===== src/rtl/reg_file_pkg.sv =====
// Shared types and default sizes for the CPU register file and its clear sequencer.
package reg_file_pkg;

  localparam int DEF_DATA_W = 32'd16;
  localparam int DEF_ADDR_W = 32'd4;

  typedef enum logic {
    CLR_IDLE  = 1'b0,
    CLR_SWEEP = 1'b1
  } clr_state_t;

  // Register 0 is hardwired to zero, so the sweep and the write port never target it.
  function automatic logic is_zero_addr(input logic [DEF_ADDR_W-1:0] addr_a);
    return (addr_a == {DEF_ADDR_W{1'b0}});
  endfunction

endpackage


===== src/rtl/reg_file_clr_seq.sv =====
// Clear sequencer: on a clear request, walks addresses 1..DEPTH-1 issuing one zero-write per enabled cycle.
module reg_file_clr_seq
  import reg_file_pkg::*;
#(
  parameter int ADDR_W = DEF_ADDR_W
) (
  input  logic              i_clk,
  input  logic              i_rst_n,
  input  logic              i_ce,
  input  logic              i_clr,
  output logic              o_clr_we,
  output logic [ADDR_W-1:0] o_clr_addr,
  output logic              o_busy
);

  localparam logic [ADDR_W-1:0] CNT_ONE  = {{(ADDR_W-1){1'b0}}, 1'b1};
  localparam logic [ADDR_W-1:0] CNT_LAST = {ADDR_W{1'b1}};

  clr_state_t        state_q, state_d;
  logic [ADDR_W-1:0] cnt_q, cnt_d;
  logic              busy_q, busy_d;
  logic              clr_we_s;

  // Sequencer state, counter and busy flag.
  always_ff @(posedge i_clk or negedge i_rst_n) begin
    if (!i_rst_n) begin
      state_q <= CLR_IDLE;
      cnt_q   <= {ADDR_W{1'b0}};
      busy_q  <= 1'b0;
    end else begin
      state_q <= state_d;
      cnt_q   <= cnt_d;
      busy_q  <= busy_d;
    end
  end

  // Next-state logic; a request while already sweeping is ignored.
  always_comb begin
    state_d  = state_q;
    cnt_d    = cnt_q;
    busy_d   = busy_q;
    clr_we_s = 1'b0;
    case (state_q)
      CLR_IDLE: begin
        if (i_ce && i_clr) begin
          state_d = CLR_SWEEP;
          cnt_d   = CNT_ONE;
          busy_d  = 1'b1;
        end else begin
          state_d = CLR_IDLE;
        end
      end
      CLR_SWEEP: begin
        if (i_ce) begin
          clr_we_s = 1'b1;
          if (cnt_q == CNT_LAST) begin
            state_d = CLR_IDLE;
            cnt_d   = {ADDR_W{1'b0}};
            busy_d  = 1'b0;
          end else begin
            cnt_d = cnt_q + CNT_ONE;
          end
        end else begin
          state_d = CLR_SWEEP;
        end
      end
      default: begin
        state_d = CLR_IDLE;
        cnt_d   = {ADDR_W{1'b0}};
        busy_d  = 1'b0;
      end
    endcase
  end

  assign o_clr_we   = clr_we_s;
  assign o_clr_addr = cnt_q;
  assign o_busy     = busy_q;

endmodule


===== src/rtl/reg_file_gen.sv =====
// CPU register file: 2^ADDR_W x DATA_W, two registered read ports, one write port, segment mirrors
// and a hardware clear sweep. Define REGFILE_BYPASS_EN to forward same-cycle accepted writes to reads.
module reg_file_gen
  import reg_file_pkg::*;
#(
  parameter int DATA_W     = DEF_DATA_W,
  parameter int ADDR_W     = DEF_ADDR_W,
  parameter int SEG_C_ADDR = 32'd14,
  parameter int SEG_D_ADDR = 32'd15
) (
  input  logic              i_clk,
  input  logic              i_rst_n,
  input  logic              i_ce,
  input  logic              i_we,
  input  logic [ADDR_W-1:0] i_w_addr,
  input  logic [DATA_W-1:0] i_w_data,
  input  logic [ADDR_W-1:0] i_r1_addr,
  input  logic [ADDR_W-1:0] i_r2_addr,
  input  logic              i_clr,
  output logic [DATA_W-1:0] o_r1_data,
  output logic [DATA_W-1:0] o_r2_data,
  output logic [DATA_W-1:0] o_seg_c,
  output logic [DATA_W-1:0] o_seg_d,
  output logic              o_busy
);

  localparam int                DEPTH   = 32'd1 << ADDR_W;
  localparam logic [ADDR_W-1:0] ZERO_A  = {ADDR_W{1'b0}};
  localparam logic [DATA_W-1:0] ZERO_D  = {DATA_W{1'b0}};
  localparam logic [ADDR_W-1:0] SEG_C_A = ADDR_W'(SEG_C_ADDR);
  localparam logic [ADDR_W-1:0] SEG_D_A = ADDR_W'(SEG_D_ADDR);

  logic [DATA_W-1:0] mem_q [DEPTH];
  logic [DATA_W-1:0] r1_q, r1_d, r2_q, r2_d, seg_c_q, seg_c_d, seg_d_q, seg_d_d;

  logic              clr_we_s;
  logic [ADDR_W-1:0] clr_addr_s;
  logic              busy_s;
  logic              wr_acc_s;
  logic              arr_we_s;
  logic [ADDR_W-1:0] arr_addr_s;
  logic [DATA_W-1:0] arr_data_s;

  reg_file_clr_seq #(
    .ADDR_W (ADDR_W)
  ) u_clr_seq (
    .i_clk      (i_clk),
    .i_rst_n    (i_rst_n),
    .i_ce       (i_ce),
    .i_clr      (i_clr),
    .o_clr_we   (clr_we_s),
    .o_clr_addr (clr_addr_s),
    .o_busy     (busy_s)
  );

  // A user write is dropped while sweeping or when a clear is requested in the same cycle.
  assign wr_acc_s = i_ce & i_we & (i_w_addr != ZERO_A) & ~busy_s & ~i_clr;

  // Array port arbitration: the sweep owns the port whenever it is active.
  always_comb begin
    arr_we_s   = 1'b0;
    arr_addr_s = i_w_addr;
    arr_data_s = i_w_data;
    if (clr_we_s) begin
      arr_we_s   = 1'b1;
      arr_addr_s = clr_addr_s;
      arr_data_s = ZERO_D;
    end else begin
      arr_we_s   = wr_acc_s;
    end
  end

  // Register array storage.
  always_ff @(posedge i_clk or negedge i_rst_n) begin
    if (!i_rst_n) begin
      for (int i = 0; i < DEPTH; i++) begin
        mem_q[i] <= ZERO_D;
      end
    end else if (arr_we_s) begin
      mem_q[arr_addr_s] <= arr_data_s;
    end
  end

  // Read and segment next values: old array contents, address 0 forced to zero.
  always_comb begin
    r1_d    = (i_r1_addr == ZERO_A) ? ZERO_D : mem_q[i_r1_addr];
    r2_d    = (i_r2_addr == ZERO_A) ? ZERO_D : mem_q[i_r2_addr];
    seg_c_d = (SEG_C_A == ZERO_A)   ? ZERO_D : mem_q[SEG_C_A];
    seg_d_d = (SEG_D_A == ZERO_A)   ? ZERO_D : mem_q[SEG_D_A];
`ifdef REGFILE_BYPASS_EN
    // An accepted write never targets address 0, so forwarding keeps R0 at zero.
    r1_d    = (wr_acc_s && (i_r1_addr == i_w_addr)) ? i_w_data : r1_d;
    r2_d    = (wr_acc_s && (i_r2_addr == i_w_addr)) ? i_w_data : r2_d;
    seg_c_d = (wr_acc_s && (SEG_C_A == i_w_addr))   ? i_w_data : seg_c_d;
    seg_d_d = (wr_acc_s && (SEG_D_A == i_w_addr))   ? i_w_data : seg_d_d;
`endif
  end

  // Output registers, held while the clock enable is low.
  always_ff @(posedge i_clk or negedge i_rst_n) begin
    if (!i_rst_n) begin
      r1_q    <= ZERO_D;
      r2_q    <= ZERO_D;
      seg_c_q <= ZERO_D;
      seg_d_q <= ZERO_D;
    end else if (i_ce) begin
      r1_q    <= r1_d;
      r2_q    <= r2_d;
      seg_c_q <= seg_c_d;
      seg_d_q <= seg_d_d;
    end
  end

  assign o_r1_data = r1_q;
  assign o_r2_data = r2_q;
  assign o_seg_c   = seg_c_q;
  assign o_seg_d   = seg_d_q;
  assign o_busy    = busy_s;

endmodule


===== config.mk =====
export PLATFORM = sky130hd
export DESIGN_NAME = reg_file_gen
export DESIGN_NICKNAME = d
export VERILOG_FILES = /design/src/rtl/reg_file_pkg.sv /design/src/rtl/reg_file_clr_seq.sv /design/src/rtl/reg_file_gen.sv
export SDC_FILE = /design/constraint.sdc
export NUM_CORES = 1
export LEC_CHECK = 0
export ABC_AREA = 1
export BUFFER_PORTS_ARGS = -buffer_cell sky130_fd_sc_hd__clkbuf_2
export CAP_MARGIN = 20
export CORE_MARGIN = 3
export CORE_UTILIZATION = 40
export CTS_CLUSTER_SIZE = 25
export DETAILED_ROUTE_END_ITERATION = 8
export GPL_TIMING_DRIVEN = 1
export SLEW_MARGIN = 20
export SYNTH_ARGS = -nofsm -noshare
export SYNTH_HDL_FRONTEND = slang
export SYNTH_SLANG_ARGS = --single-unit

===== constraint.sdc =====
create_clock -name i_clk -period 1.7 [get_ports i_clk]
set_input_delay 0.34 -clock i_clk [delete_from_list [all_inputs] [get_ports i_clk]]
set_output_delay 0.34 -clock i_clk [all_outputs]
set_load 0.01 [all_outputs]

==> summary.txt <==
Floorplan
  – Initial core utilization: 0.407
  – # rows: 76
  – Core Area: 43300 µm²
  – Io pins: 98
  – Die height: 216 µm
  – Full die area: 46600 µm²
  – Chip width: 216 µm

STA
  – Setup Skew: 23.1 ps
  – Part of the cycle the worst path needs: 0.944
  – RSZ-0062 raised after global routing: true
  – Final-report hold violation count: 0
  – Setup TNS: 0 ps
  – Worst slew pin tran: 394 ps
  – Max_slew headroom: 0.737
  – Final min period: 1610 ps
  – Max-slew violations: 0
  – Final setup violating endpoints: 0
  – Max Fclk: 623 MHz

Worst setup path
  – Worst EP arrival: 2000 ps
  – Startpoint Class: register
  – CP required: 2100 ps
  – Critical path class: reg2reg
  – Critical path capture point type: register
  – Crit path largest cell delay: 410 ps
  – Slowest-stage cell, CP: dfrtp_2
  – Crit-path max FO: 32
  – Sum of buffers and inverters on the critical path: 2
  – Worst path cell trace: nand2_4 > buf_4 > o21ai_4 > nand2_2 > nor2_1 > nand2_1 > buf_12 > nand2_1 > o21ai_1
  – Most common cell on crit path: nand2_1
  – CP delay by family, top: simple AND/OR/NAND/NOR gates

Run status
  – Status: complete, no violations

Synthesis
  – Top cell type by total area after synthesis: dfrtp_1
  – Synth unique cells: 25
  – Top cell type's share of synthesized area: 0.463
  – Netlist Area Pre-Place: 17600 µm²
  – Syn Inst Count: 2591
  – Yosys Warn Count: 0
  – Syn_nets: 2625
  – Seq/Total Area, Yosys: 0.463
  – Synth Area per Inst: 6.80 µm²
  – #FFs+latches synth: 326
  – Synth top area cells: dfrtp_1 46%, nand2_1 24%, nand3_1 10%, o21ai_1 6.3%, inv_1 5.5%

Drt
  – # DRC: 0
  – Vias: 17141
  – First-pass DRT Iterations: 5
  – DR iter-0 viols: 2053
  – Routed WL: 59.3 mm
  – Number of routed nets with antenna violations: 0
  – Wirelength per Cell: 18.1 µm
  – Vias per inst: 5.25

Cells and area
  – Most frequent cells in the layout: 1133 x nand2_1, 356 x nand3_1, 325 x dfrtp_1
  – Final Core Density: 0.486
  – Synth-to-Final Area Change: 19.3%
  – # fillers: 4269
  – Nets: 2693
  – ANT cells: 0
  – Commonest non-fill, non-tap cell in the layout: nand2_1
  – Cell Count, Final, Fillers Out: 3268
  – Layout cells sized above 1: 0.108
  – Final Cell Area: 21000 µm²

Flow run
  – Max-Cap Viols: 0

Worst hold path
  – Hold/Removal Path Class: in2reg

Place
  – Buffers added on ports: 97
  – Placement Cell Area: 19700 µm²
  – Post-DP HPWL: 39.2 mm
  – GPL Wtd Cong: 0.881
  – Placed cell count: 3203

Power and ir drop
  – Maximum vdd ir drop: 735 µV
  – Power Density: 1460 nW/µm²
  – Leakage Power: 10.6 nW
  – Power, Total: 0.0308 W

CTS
  – CTS clk-pin slew, worst paths: 60 ps
  – H-tree Lvls: 2
  – Worst-Skew Late Latency: 540 ps
  – CTS Root Cell: clkbuf_16
  – Total CTS buffers: 37
  – CTS tree: built
  – Clock buffer depth: 3
  – Clk sink count: 326

GRT
  – First-pass GRT wire length: 94.4 mm
  – Initial antenna violation count: 0
  – Vias in the first global route: 16518
  – Gr usage total: 0.256
  – Remaining Overflow, GRT: 0
  – Largest net degree at the start of global routing: 68
  – Top Usage Layer GRT: met2
  – Met3 Resource Use GR: 0.0438
  – Global-route met1 utilization: 0.360
  – Met2 Usage GRT: 0.400
-- final timing paths --
check / cells past startpoint / slack (ps) / endpoint / startpoint
worst min-delay path: 3 / 120 / u_clr_seq.state_q$_DFF_PN0_ / i_clr
worst max-delay path: 9 / 90 / mem_q[158]$_DFFE_PN0P_ / u_clr_seq.state_q$_DFF_PN0_
max in group asynchronous: 3 / 710 / mem_q[244]$_DFFE_PN0P_ / i_rst_n
worst min register to register: 2 / 480 / o_r1_data[12]$_DFFE_PN0P_ / o_r1_data[12]$_DFFE_PN0P_
worst max register to register: 9 / 90 / mem_q[158]$_DFFE_PN0P_ / u_clr_seq.state_q$_DFF_PN0_
min in group asynchronous: 2 / 290 / seg_d_d[3]$_DFFE_PN0P_ / i_rst_n
-- registers in the layout, indices dropped and copies added (netlist names) --
signal,count
mem_q,224
o_r1_data,16
o_r2_data,16
o_seg_c,16
o_seg_d,16
seg_c_d,16
seg_d_d,16
u_clr_seq.o_clr_addr,4
u_clr_seq.o_busy,1
u_clr_seq.state_q,1
-- cell usage after synthesis, drive strengths merged --
library cell,count
inv,256
a21oi,2
nor2,36
a21boi,1
a31oi,1
nand4,1
nor3b,1
clkbuf,101
nor3,2
clkinv,3
a41oi,1
buf,78
dfrtp,326
ha,1
o31ai,1
o22ai,1
nand3,356
o21ai,281
nand2,1142
-- per-stage QoR --
stage	setup WS, ps	hold WS, ps
6_report	94.7	117
5_1_grt	-31.2	134
3_5_place_dp	-51.5	256
3_3_place_gp	-10.5	253
2_1_floorplan	198	44.4
4_1_cts	31.4	108
-- cell families (layout without fill, tap and decap cells) --
family / count (synthesis) / after routing / share of synthesized area
buffers and inverters: 438 / 529 / 0.0986
AND/OR/NAND/NOR: 1538 / 1539 / 0.354
AO/OA/AOI/OAI: 288 / 288 / 0.0837
flip-flops: 326 / 326 / 0.463
adder cells (fa/ha/maj): 1 / 1 / 0.000710
-- power breakdown --
| group | total [W] | switching, W | leakage (nW) | internal (W) |
|---|---|---|---|---|
| clock | 0.00825 | 0.00323 | 0.619 | 0.00501 |
| combinational | 0.00943 | 0.00570 | 5.62 | 0.00374 |
| sequential | 0.0131 | 0.00231 | 4.32 | 0.0108 |
-- cell type report --
| type | count | area, µm² | share of cell area |
|---|---|---|---|
| inverter | 259 | 977 | 0.0465 |
| timing repair buffer | 207 | 2100 | 0.100 |
| tap | 585 | 732 | 0.0348 |
| clock inverter | 9 | 124 | 0.00589 |
| multi-input combinational | 1828 | 7810 | 0.371 |
| sequential | 326 | 8160 | 0.388 |
| clock buffer | 54 | 1120 | 0.0534 |
-- worst reg2reg max path, cell delays in order (launching register included) --
cell     delay (ps)
dfrtp_2         410
nand2_4          90
buf_4           170
o21ai_4         180
nand2_2         100
nor2_1          110
nand2_1          90
buf_12          190
nand2_1          90
o21ai_1          70
-- metal layers --
| metal | routed length (µm) | vias up |
|---|---|---|
| met1 | 25900 | 8067 |
| met3 | 5240 | 116 |
| met5 | 0 | - |
| li1 | - | 8230 |
| met2 | 26200 | 728 |
| met4 | 1970 | 0 |
-- repair_timing --
action | CTS | global route
hold endpoints to repair | 26 | 0
hold buffers | 1 | 0
setup buffers | 0 | 0
endpoints found under the setup margin | 0 | 256
resized for setup | 0 | 19
(Power assumes the default switching activity.)
